File: src/rtl/imem_loader.sv
// Loads a length-prefixed, XOR-checksummed byte stream into instruction memory after zero-filling it, then releases the CPU.
// Latency: a word write appears the cycle after its 4th byte; start_o rises the cycle after a matching checksum byte.
// Backpressure: rx_ready_o depends on state only; it is low during CLEAR, RUN, ERR and IDLE, and load_i drops a coincident byte.
module imem_loader #(
    parameter int DEPTH  = 256,
    parameter int ADDR_W = 8
) (
    input  logic              clk_i,
    input  logic              rst_ni,
    input  logic              load_i,
    input  logic [7:0]        rx_data_i,
    input  logic              rx_valid_i,
    output logic              rx_ready_o,
    output logic              imem_we_o,
    output logic [ADDR_W-1:0] imem_addr_o,
    output logic [31:0]       imem_data_o,
    output logic              start_o,
    output logic              busy_o,
    output logic [1:0]        err_o,
    output logic [ADDR_W:0]   words_o
);

    typedef enum logic [2:0] {
        S_IDLE,
        S_CLEAR,
        S_LEN_LO,
        S_LEN_HI,
        S_DATA,
        S_CHK,
        S_RUN,
        S_ERR
    } state_t;

    localparam logic [16:0]       DEPTH_L  = 17'(DEPTH);
    localparam logic [ADDR_W-1:0] CLR_LAST = ADDR_W'(DEPTH - 1);
    localparam logic [ADDR_W-1:0] ADDR_ONE = ADDR_W'(1);
    localparam logic [ADDR_W:0]   WORD_ONE = (ADDR_W+1)'(1);

    state_t            state_q;
    state_t            state_d;
    logic [ADDR_W-1:0] clr_cnt_q;
    logic [7:0]        len_lo_q;
    logic [ADDR_W:0]   len_q;
    logic [1:0]        byte_idx_q;
    logic [23:0]       byte_buf_q;
    logic [7:0]        csum_q;

    logic              restart;
    logic              hs;
    logic [15:0]       len_full;
    logic              len_bad;
    logic              clr_last;
    logic              word_done;
    logic              last_word;
    logic              csum_ok;

    logic              we_d;
    logic [ADDR_W-1:0] addr_d;
    logic [31:0]       data_d;
    logic              start_d;
    logic              busy_d;
    logic [1:0]        err_d;
    logic [ADDR_W:0]   words_d;

    // A load request restarts from any state except CLEAR; it also masks a coincident byte.
    assign restart   = load_i && (state_q != S_CLEAR);
    assign hs        = rx_valid_i && rx_ready_o && !restart;
    assign len_full  = {rx_data_i, len_lo_q};
    assign len_bad   = (len_full == 16'd0) || ({1'b0, len_full} > DEPTH_L);
    assign clr_last  = (clr_cnt_q == CLR_LAST);
    assign word_done = hs && (state_q == S_DATA) && (byte_idx_q == 2'd3);
    assign last_word = word_done && ((words_o + WORD_ONE) == len_q);
    assign csum_ok   = (rx_data_i == csum_q);

    // State register.
    always_ff @(posedge clk_i or negedge rst_ni) begin
        if (!rst_ni) begin
            state_q <= S_IDLE;
        end else begin
            state_q <= state_d;
        end
    end

    // Next-state decode.
    always_comb begin
        state_d = state_q;
        if (restart) begin
            state_d = S_CLEAR;
        end else begin
            case (state_q)
                S_CLEAR:  if (clr_last) state_d = S_LEN_LO;
                S_LEN_LO: if (hs) state_d = S_LEN_HI;
                S_LEN_HI: if (hs) state_d = len_bad ? S_ERR : S_DATA;
                S_DATA:   if (last_word) state_d = S_CHK;
                S_CHK:    if (hs) state_d = csum_ok ? S_RUN : S_ERR;
                default:  state_d = state_q;
            endcase
        end
    end

    // Output decode: combinational ready plus next values of the registered outputs.
    always_comb begin
        rx_ready_o = (state_q == S_LEN_LO) || (state_q == S_LEN_HI) ||
                     (state_q == S_DATA)   || (state_q == S_CHK);
        we_d    = 1'b0;
        addr_d  = imem_addr_o;
        data_d  = imem_data_o;
        err_d   = err_o;
        words_d = words_o;
        if (restart) begin
            we_d    = 1'b1;
            addr_d  = '0;
            data_d  = '0;
            err_d   = 2'd0;
            words_d = '0;
        end else begin
            case (state_q)
                S_CLEAR: begin
                    if (!clr_last) begin
                        we_d   = 1'b1;
                        addr_d = clr_cnt_q + ADDR_ONE;
                    end
                end
                S_LEN_HI: begin
                    if (hs && len_bad) err_d = 2'd1;
                end
                S_DATA: begin
                    if (word_done) begin
                        we_d    = 1'b1;
                        addr_d  = words_o[ADDR_W-1:0];
                        data_d  = {rx_data_i, byte_buf_q};
                        words_d = words_o + WORD_ONE;
                    end
                end
                S_CHK: begin
                    if (hs && !csum_ok) err_d = 2'd2;
                end
                default: ;
            endcase
        end
        start_d = (state_d == S_RUN);
        busy_d  = (state_d == S_CLEAR)  || (state_d == S_LEN_LO) ||
                  (state_d == S_LEN_HI) || (state_d == S_DATA)   ||
                  (state_d == S_CHK);
    end

    // Registered outputs.
    always_ff @(posedge clk_i or negedge rst_ni) begin
        if (!rst_ni) begin
            imem_we_o   <= 1'b0;
            imem_addr_o <= '0;
            imem_data_o <= '0;
            start_o     <= 1'b0;
            busy_o      <= 1'b0;
            err_o       <= 2'd0;
            words_o     <= '0;
        end else begin
            imem_we_o   <= we_d;
            imem_addr_o <= addr_d;
            imem_data_o <= data_d;
            start_o     <= start_d;
            busy_o      <= busy_d;
            err_o       <= err_d;
            words_o     <= words_d;
        end
    end

    // Clear counter, length capture, byte assembly and running checksum.
    always_ff @(posedge clk_i or negedge rst_ni) begin
        if (!rst_ni) begin
            clr_cnt_q  <= '0;
            len_lo_q   <= '0;
            len_q      <= '0;
            byte_idx_q <= '0;
            byte_buf_q <= '0;
            csum_q     <= '0;
        end else if (restart) begin
            clr_cnt_q  <= '0;
            byte_idx_q <= '0;
            byte_buf_q <= '0;
            csum_q     <= '0;
        end else begin
            if ((state_q == S_CLEAR) && !clr_last) begin
                clr_cnt_q <= clr_cnt_q + ADDR_ONE;
            end
            if (hs && (state_q == S_LEN_LO)) begin
                len_lo_q <= rx_data_i;
            end
            if (hs && (state_q == S_LEN_HI)) begin
                len_q <= len_full[ADDR_W:0];
            end
            if (hs && (state_q == S_DATA)) begin
                csum_q     <= csum_q ^ rx_data_i;
                byte_idx_q <= byte_idx_q + 2'd1;
                case (byte_idx_q)
                    2'd0:    byte_buf_q[7:0]   <= rx_data_i;
                    2'd1:    byte_buf_q[15:8]  <= rx_data_i;
                    2'd2:    byte_buf_q[23:16] <= rx_data_i;
                    default: ;
                endcase
            end
        end
    end

endmodule
File: config.mk
export PLATFORM = sky130hd
export DESIGN_NAME = imem_loader
export DESIGN_NICKNAME = d
export VERILOG_FILES = /design/src/rtl/imem_loader.sv
export SDC_FILE = /design/constraint.sdc
export NUM_CORES = 1
export LEC_CHECK = 0
export BUFFER_PORTS_ARGS = -buffer_cell sky130_fd_sc_hd__buf_4
export CAP_MARGIN = 20
export CORE_MARGIN = 8
export CORE_UTILIZATION = 63
export DETAILED_ROUTE_END_ITERATION = 16
export HOLD_SLACK_MARGIN = 0.12
export PLACE_DENSITY_LB_ADDON = 0.3
export SLEW_MARGIN = 10
export SYNTH_ARGS = -nofsm -noshare
export SYNTH_HDL_FRONTEND = slang
export SYNTH_SLANG_ARGS = --single-unit
File: constraint.sdc
create_clock -name clk_i -period 4.3 [get_ports clk_i]
set_clock_uncertainty 0.15 [all_clocks]
set_input_delay 0.215 -clock clk_i [delete_from_list [all_inputs] [get_ports clk_i]]
set_output_delay 0.215 -clock clk_i [all_outputs]
set_load 0.03 [all_outputs]
==> results.cfg, run 1 <==
[floorplan]
boundaryPins = 67
rows = 34
fp.dieW_um = 110
die_area_mm2 = 0.0121
die_h_um = 110
start_util_pct = 64.5
core_area_mm2 = 0.00864

[worst_setup_path]
cp.required_ps = 4610
worstPathArrival_ps = 3790
endpoint_kind = flip-flop
slowest_delay_ps = 610
cp_top_family = simple AND/OR/NAND/NOR gates
cp.buffers_inverters = 1
rrSetupSlack_ps = 820
crit_chain = inv_1, ha_1, nor3b_1, nand3_2, a2111oi_0, o311ai_1, o21ai_2, o21a_1
start_kind = flip-flop
cp_slowest_cell = nor3b_1
worstSetupPathType = reg -> reg
crit_fanout = 21

[yosys]
ys_ff_latch = 116
synth-edff-count = 0
synthArstFlopShare_pct = 100
syn_inst = 605
yosys.area.top_type = dfrtp_1
ys_top_cells_by_area = dfrtp_1 (52%), nand2_1 (9.0%), a21oi_1 (5.8%), o21ai_0 (3.5%), mux2_2 (3.4%)
synth_cell_types = 58
synth.top_cell.area_share_pct = 52.1
dominantRegCellSynth = dfrtp_1
yosys_warnings = 0
synthesis.area_mm2 = 0.00557
avgSynthCellArea_um2 = 9.21
synth-seq-area-share_pct = 52.1
syn_nets = 624

[sta]
fin_crit_sh_pct = 80.9
finalSetupTns_ps = 0
hold_ws_ps = 230
hold_viol = 0
rsz0062_at_grt = no
relSlewSlack_pct = 39.2
report.final.slew_viol_count = 0
finalSetupViolations = 0
fmax_mhz = 287
worst_pin_slew_ps = 912
fin_crit_ps = 3480

[clock_tree]
cts_buffers = 17
cts_setup_buffers = 0
postCtsHoldBufs = 12
h-tree-depth = 4
clock-sinks = 116
ctsResizeCount = 0
tritoncts = done
clock_latency_ps = 520
path_clk_slew_ps = 60
ctsRootBufferMaster = clkbuf_8
clk_path_buf_depth = 2

[grt]
overflow = 0
grt_max_degree = 75
grtUsageTotal_pct = 25.0
grt_pass1_wl_um = 23500
grt_pass1_vias = 4680
antenna_found_initial = 0

[placed_design]
gp_congestion = 0.933
dp_hpwl_um = 9130
portBuffers = 66

[drt]
ant_nets = 0
routedWlPerCell_um = 18.4
dr.pass1.iters = 7
drt_iter0_markers = 391
num_vias = 4833
route.detailed.drc = 0
routed_wl_um = 14400
vias_per_cell = 6.17

[layout]
seqCellArea_mm2 = 0.00290
nets = 682
drive_gt1_share_pct = 19.7
area_delta_synth_final_pct = 21.5
fill_cells = 538
diodes = 0
multiInputGateArea_mm2 = 0.00248

[power]
ir_drop_mv = 0.351
p_leak_nw = 3.08
power_density_mw_per_mm2 = 548

[run]
max-cap-violations = 0

[worst_hold_path]
hp-class = in -> async

[run_status]
outcome = completed
==> Yosys cell counts, drive strengths merged, types with 2 or more instances <==
library cell,count
nor3,4
o22ai,3
xnor2,16
nor2b,2
buf,6
o31ai,2
dfrtp,116
o311ai,2
ha,7
or3,3
a31o,4
nand4,2
nor2,28
a31oi,2
a211oi,7
or2,3
nand2b,5
o21ai,40
and3,7
mux2i,5
nand2,133
a22o,2
nand3,39
inv,7
clkbuf,39
nor3b,2
o41ai,3
and2,4
nor4,2
or4,3
a21oi,66
xor2,9
mux2,17
==> through the flow <==
stage,total power [mW],std cells,cell area [um2],setup slack (ps),util (%)
2_1_floorplan,2.08,605,5570,1760,-
3_3_place_gp,2.31,740,6080,1240,70.4
3_5_place_dp,2.34,740,6080,1030,70.4
4_1_cts,3.71,783,6770,862,78.4
5_1_grt,3.88,783,6770,608,78.4
6_report,3.71,783,6770,820,78.4
==> area by class of cell <==
cell class                      instances  share of cell area, %
Multi-Input combinational cell        437                   36.6
Inverter                                7                  0.388
Timing Repair Buffer                   84                   9.76
Clock inverter                         14                   2.26
Clock buffer                           17                   6.12
Sequential cell                       116                   42.9
Tap cell                              108                   2.00
==> worst paths after layout <==
kind,endpoint,depth (start not counted),startpoint
min in group clk_i,csum_q[7],1,csum_q[7]
min,imem_addr_o[6],2,rst_ni
max,busy_o,8,state_q[1]
max reg2reg,busy_o,8,state_q[1]
max in group asynchronous,byte_buf_q[0],3,rst_ni
min reg2reg,csum_q[7],1,csum_q[7]
==> layout by cell type, fill, tap and decap left out, drive strengths merged, types with 3 or more instances in the layout <==
master	netlist	final
nand2b	5	5
nand3	39	39
a211oi	7	7
nand2	133	133
xor2	9	9
buf	6	72
nor3	4	4
and3	7	7
ha	7	7
or2	3	3
clkinv	0	5
xnor2	16	16
or4	3	3
and2	4	4
dfrtp	116	116
or3	3	3
mux2i	5	5
o41ai	3	3
mux2	17	17
clkinvlp	0	4
a31o	4	4
a21oi	66	66
clkbuf	39	17
nor2	28	28
dlygate4sd3	0	12
o22ai	3	3
o21ai	40	40
inv	7	10
==> where the power goes <==
part           total (mW)  leakage [nW]  switching (mW)  internal [mW]
Sequential           1.37          1.59           0.140           1.23
Clock                1.35         0.267           0.523          0.825
Combinational       0.995          1.22           0.615          0.379
==> logic make-up (layout without fill, tap and decap cells) <==
family	count (synthesis)	count (layout)	share of synthesized area, %
compound gates	139	139	14.5
xor+xnor	25	25	3.93
fa+ha+maj	7	7	1.57
buf+inv	52	122	3.70
flops	116	116	52.1
mux	22	22	4.33
simple gates	244	244	19.9
==> state kept, by name, indices dropped and copies added (netlist names) <==
signal,count
busy_o,1
byte_buf_q,24
byte_idx_q,2
clr_cnt_q,8
csum_q,8
err_o,2
imem_addr_o,8
imem_data_o,32
imem_we_o,1
len_lo_q,8
len_q,9
start_o,1
state_q,3
words_o,9
==> worst reg2reg max path, delay by kind of cell, from the launching register on <==
family                     cells  cell delay [ps]
AOI/OAI and AO/OA              4             1140
and+or+nand+nor                2             1130
DFF                            1              500
adders and majority gates      1              400
buffers and inverters          1              110
==> routing by layer <==
metal	vias to the layer above	track usage (%)	wire, um
met5	-	0	0
met4	0	8.87	263
met3	34	5.52	1150
met2	209	40.2	7070
met1	2393	32.6	5900
li1	2197	-	-
(Power assumes the default switching activity.)
==> inputs of run 2 (changes only) <==
--- a/config.mk
+++ b/config.mk
@@ -8,7 +8,7 @@
 export BUFFER_PORTS_ARGS = -buffer_cell sky130_fd_sc_hd__buf_4
 export CAP_MARGIN = 20
 export CORE_MARGIN = 8
-export CORE_UTILIZATION = 63
+export CORE_UTILIZATION = 53
 export DETAILED_ROUTE_END_ITERATION = 16
 export HOLD_SLACK_MARGIN = 0.12
 export PLACE_DENSITY_LB_ADDON = 0.3
==> constraint.sdc (replaced) <==
create_clock -name clk_i -period 2.9 [get_ports clk_i]
set_clock_uncertainty 0.15 [all_clocks]
set_input_delay 0.145 -clock clk_i [delete_from_list [all_inputs] [get_ports clk_i]]
set_output_delay 0.145 -clock clk_i [all_outputs]
set_load 0.03 [all_outputs]
==> run 2 against run 1 <==
Effect of this change: utilization decreased by 10 points; die area grew 16%; sequential share of layout area fell by 1.4 points; first-iteration DRC count is 7.7% lower; cell count increased by 5.2%; largest cell class unchanged; non-clock buffer count up 13; combinational power up 58%; critical path type unchanged; critical path depth did not move.
==> results.cfg, run 2 (synthesized netlist as in run 1, its figures left out) <==
[run_status]
outcome = completed

[power]
ir_drop_mv = 0.493
p_leak_nw = 3.19
power_density_mw_per_mm2 = 819
p_comb_share_pct = 27.3
switching_share_pct = 32.1
intPower_mw = 3.89
p_sw_mw = 1.84
power_frac_clock_pct = 37.8
p_seq_share_pct = 34.8

[sta]
worst_pin_slew_ps = 566
fin_crit_ps = 2700
hold_viol = 0
finalSetupViolations = 0
rsz0062_at_grt = no
fin_crit_sh_pct = 93.1
relSlewSlack_pct = 62.3
fmax_mhz = 370
finalSetupTns_ps = 0
report.final.slew_viol_count = 0

[floorplan]
fp.dieW_um = 119
boundaryPins = 67
start_util_pct = 54.2
core_area_mm2 = 0.0103
die_h_um = 119
die_area_mm2 = 0.0141
rows = 37

[worst_setup_path]
r2r-start = state_q[1]
worstSetupPathType = reg -> reg
worstPathArrival_ps = 3020
worst-r2r-cell-count = 8
endpoint_kind = flip-flop
start_kind = flip-flop
rrSetupSlack_ps = 200
cp.required_ps = 3220
crit_fanout = 7
rr_endpoint = busy_o

[clock_tree]
path_clk_slew_ps = 60
clk_path_buf_depth = 2
postCtsHoldBufs = 15
ctsRootBufferMaster = clkbuf_8
h-tree-depth = 4
cts_buffers = 17
tritoncts = done
clock_latency_ps = 530
cts_setup_buffers = 0
clock-sinks = 116
ctsResizeCount = 0

[layout]
area_delta_synth_final_pct = 25.6
largest_reg_flops = 32
finish.utilization_pct = 68.1
diodes = 0
drive_gt1_share_pct = 20.6
final_cell_mix = nand2_1 (133), dfrtp_1 (116), buf_4 (80)
regMostFlops = imem_data_o
layout_commonest_cell = nand2_1
top_regs = imem_data_o x32, byte_buf_q x24
nets = 695

[grt]
antenna_found_initial = 0
grt_pass1_wl_um = 23700
grtUsageTotal_pct = 20.4
grt_max_degree = 69
grt_pass1_vias = 4713
overflow = 0

[drt]
route.detailed.drc = 0
wl_met2_um = 6700
routedWlPerCell_um = 16.8
routed_wl_um = 13800
vias_per_cell = 5.73
highest_layer = met4
wl_met1_um = 5970
wl_met3_um = 962
drt_iter0_markers = 361
dr.pass1.iters = 5
ant_nets = 0
num_vias = 4724

[worst_hold_path]
min_to = imem_data_o[27]
hp-class = in -> reg
hp-start = rx_data_i[3]
hold_depth = 4

[placed_design]
portBuffers = 66
gp_congestion = 0.904
dp_hpwl_um = 9220

[run]
max-cap-violations = 0
-- run 2: layout make-up --
type,instances,area (um2)
Sequential cell,116,2900
Timing Repair Buffer,97,808
Tap cell,136,170
Fill cell,802,3280
Multi-Input combinational cell,437,2480
Clock buffer,22,463
Inverter,7,26.3
Clock inverter,9,151
-- run 2: power by group through the flow --
stage	Combinational (mW)	Sequential [mW]	Clock, mW
after floorplan	1.02	2.06	0
after global placement	1.47	2.01	0
after detailed placement	1.52	2.02	0
after CTS	1.56	1.99	2.19
after global routing	1.72	2.02	2.26
final	1.57	1.99	2.17
-- run 2: worst max path at each step --
stage / from / to / slack [ps]
floorplan: state_q[1] / imem_addr_o[4] / 360
global placement: state_q[0] / busy_o / 420
detailed placement: state_q[0] / busy_o / 320
CTS: state_q[1] / busy_o / 200
global route: state_q[1] / busy_o / 60
finish: state_q[1] / busy_o / 200
-- run 2: worst max-delay path, cell delays in order (launching register included) --
cell,delay [ps]
dfrtp_1,340
inv_1,60
ha_1,380
nor3b_1,330
nand3_2,160
a2111oi_0,530
o311ai_1,280
o21ai_2,260
o21a_1,150
-- run 2: metrics by stage --
step / cell area [um2] / hold slack (ps) / power, mW / cells / setup WS, ps
2_1_floorplan: 5570 / -301 / 3.08 / 605 / 364
3_3_place_gp: 6220 / 41.5 / 3.48 / 778 / 418
3_5_place_dp: 6220 / 58.4 / 3.54 / 778 / 324
4_1_cts: 7000 / 314 / 5.74 / 824 / 204
5_1_grt: 7000 / 355 / 6.00 / 824 / 56.2
6_report: 7000 / 344 / 5.73 / 824 / 200
-- run 2: routing by layer --
metal / vias to the layer above / global-route usage, %
li1: 2222 / -
met1: 2316 / 26.0
met2: 168 / 32.6
met3: 18 / 5.47
met4: 0 / 8.06
met5: - / 0
==> inputs of run 3 (changes only) <==
--- a/config.mk
+++ b/config.mk
@@ -8,10 +8,10 @@
 export BUFFER_PORTS_ARGS = -buffer_cell sky130_fd_sc_hd__buf_4
 export CAP_MARGIN = 20
 export CORE_MARGIN = 8
-export CORE_UTILIZATION = 53
+export CORE_UTILIZATION = 58
 export DETAILED_ROUTE_END_ITERATION = 16
 export HOLD_SLACK_MARGIN = 0.12
-export PLACE_DENSITY_LB_ADDON = 0.3
+export PLACE_DENSITY = 0.88
 export SLEW_MARGIN = 10
 export SYNTH_ARGS = -nofsm -noshare
 export SYNTH_HDL_FRONTEND = slang
==> constraint.sdc (replaced) <==
create_clock -name clk_i -period 2.8 [get_ports clk_i]
set_clock_uncertainty 0.15 [all_clocks]
set_input_delay 0.14 -clock clk_i [delete_from_list [all_inputs] [get_ports clk_i]]
set_output_delay 0.14 -clock clk_i [all_outputs]
set_load 0.03 [all_outputs]
==> run 3 against run 2 <==
Effect of this change: non-clock buffer count down 2; global-route usage grew 2.9 points; worst setup slack improved by 24 ps; utilization is 6.2 points higher; die area is 7.5% lower; critical path type unchanged; flip-flop and latch count unchanged; count of clock-buffer cells in the layout fell by 5; combinational power up 4%.
==> results.cfg, run 3 (synthesized netlist as in run 1, its figures left out) <==
[clock_tree]
cts_setup_buffers = 0
path_clk_slew_ps = 60
clock_latency_ps = 530
ctsRootBufferMaster = clkbuf_8
cts_buffers = 17
clock-sinks = 116
tritoncts = done
clk_path_buf_depth = 2
h-tree-depth = 4

[layout]
nets = 693
area_delta_synth_final_pct = 23.8
finalNonFillerCells = 816
seqCellArea_mm2 = 0.00290
regMostFlops = imem_data_o
largest_reg_flops = 32
layout_commonest_cell = nand2_1
top_regs = imem_data_o x32, byte_buf_q x24
drive_gt1_share_pct = 21.1
diodes = 0
final_cell_mix = nand2_1 (133), dfrtp_1 (116), buf_4 (80)
finish.utilization_pct = 74.3
multiInputGateArea_mm2 = 0.00248
finalInstanceArea_mm2 = 0.00690
fill_cells = 614

[power]
switching_share_pct = 34.8
total_power_mw = 5.68
intPower_mw = 3.70
p_leak_nw = 3.15
power_density_mw_per_mm2 = 823
power_frac_clock_pct = 35.0
p_comb_share_pct = 28.7
ir_drop_mv = 0.448
p_seq_share_pct = 36.3
p_sw_mw = 1.98

[grt]
grtUsageTotal_pct = 23.3
grt_pass1_vias = 4822
overflow = 0
antenna_found_initial = 0
grt_pass1_wl_um = 24100
grt_max_degree = 61

[placed_design]
dpl.cell_count = 771
postPlaceCellArea_mm2 = 0.00621
place_worst_setup_slack_ps = 260
portBuffers = 66
dp_hpwl_um = 9240
gp_congestion = 0.834

[floorplan]
fp.dieW_um = 114
die_area_mm2 = 0.0130
start_util_pct = 60.0
core_area_mm2 = 0.00928
rows = 35
boundaryPins = 67
die_h_um = 114

[worst_setup_path]
worstSetupPathType = reg -> reg
cp_slowest_cell = or3b_1
crit_fanout = 7
start_kind = flip-flop
worstPathArrival_ps = 2850
cp.required_ps = 3070
slowest_delay_ps = 500
crit_chain = buf_4, or3b_1, a21oi_2, or4b_1, a211oi_2, o21ai_2, o21a_1
endpoint_kind = flip-flop

[drt]
num_vias = 4826
route.detailed.drc = 0
routed_wl_um = 14400
routedWlPerCell_um = 17.7
drt_iter0_markers = 392
vias_per_cell = 5.91
ant_nets = 0
dr.pass1.iters = 5

[sta]
rsz0062_at_grt = no
fmax_mhz = 388
relSlewSlack_pct = 61.8
fin_crit_sh_pct = 92.0
finalSetupViolations = 0
setup_ws_ps = 224
hold_ws_ps = 314
fin_crit_ps = 2580
report.final.slew_viol_count = 0
finalSetupTns_ps = 0
hold_viol = 0
worst_pin_slew_ps = 573

[run_status]
outcome = completed

[worst_hold_path]
hp-class = in -> reg

[run]
max-cap-violations = 0
==> run 3: path summary, 6_finish.rpt <==
path | startpoint | endpoint | slack, ps | depth (start not counted)
max in group asynchronous | rst_ni | len_lo_q[2] | 1680 | 4
setup reg to reg | state_q[2] | busy_o | 220 | 7
min in group asynchronous | rst_ni | err_o[1] | 520 | 4
setup / recovery | state_q[2] | busy_o | 220 | 7
hold / removal | load_i | err_o[0] | 310 | 3
hold reg to reg | csum_q[0] | csum_q[0] | 360 | 1
==> run 3: cell type report <==
cell class | instances | share of cell area [%]
clock buffers | 17 | 6.00
multi-input cells | 437 | 35.9
inverters | 7 | 0.381
well taps | 129 | 2.34
flip-flops and latches | 116 | 42.1
clock inverters | 15 | 1.90
repair buffers | 95 | 11.4
==> run 3: power by group through the flow <==
stage,registers (mW),logic [mW],clock network [mW]
2_1_floorplan,2.14,1.05,0
3_3_place_gp,2.07,1.54,0
3_5_place_dp,2.08,1.58,0
4_1_cts,2.06,1.62,2.00
5_1_grt,2.08,1.78,2.08
6_report,2.06,1.63,1.99
==> run 3: worst max-delay path: cells and delay by family, from the launching register on <==
| family | cells | cell delay [ps] |
|---|---|---|
| AND/OR/NAND/NOR | 2 | 990 |
| flip-flops | 1 | 390 |
| AO/OA/AOI/OAI | 4 | 760 |
| buffers and inverters | 1 | 160 |
==> run 3: repair_timing <==
item	4_1_cts	5_1_grt
resized for setup	0	0
hold buffers	13	0
hold endpoints to repair	180	0
==> run 3: per-layer routing <==
layer	vias up	share of wire [%]	global-route usage, %
met5	-	0	0
met4	0	2.4	10.4
met3	37	7.1	6.02
met2	222	50	38.2
met1	2336	40	28.3
li1	2231	-	-
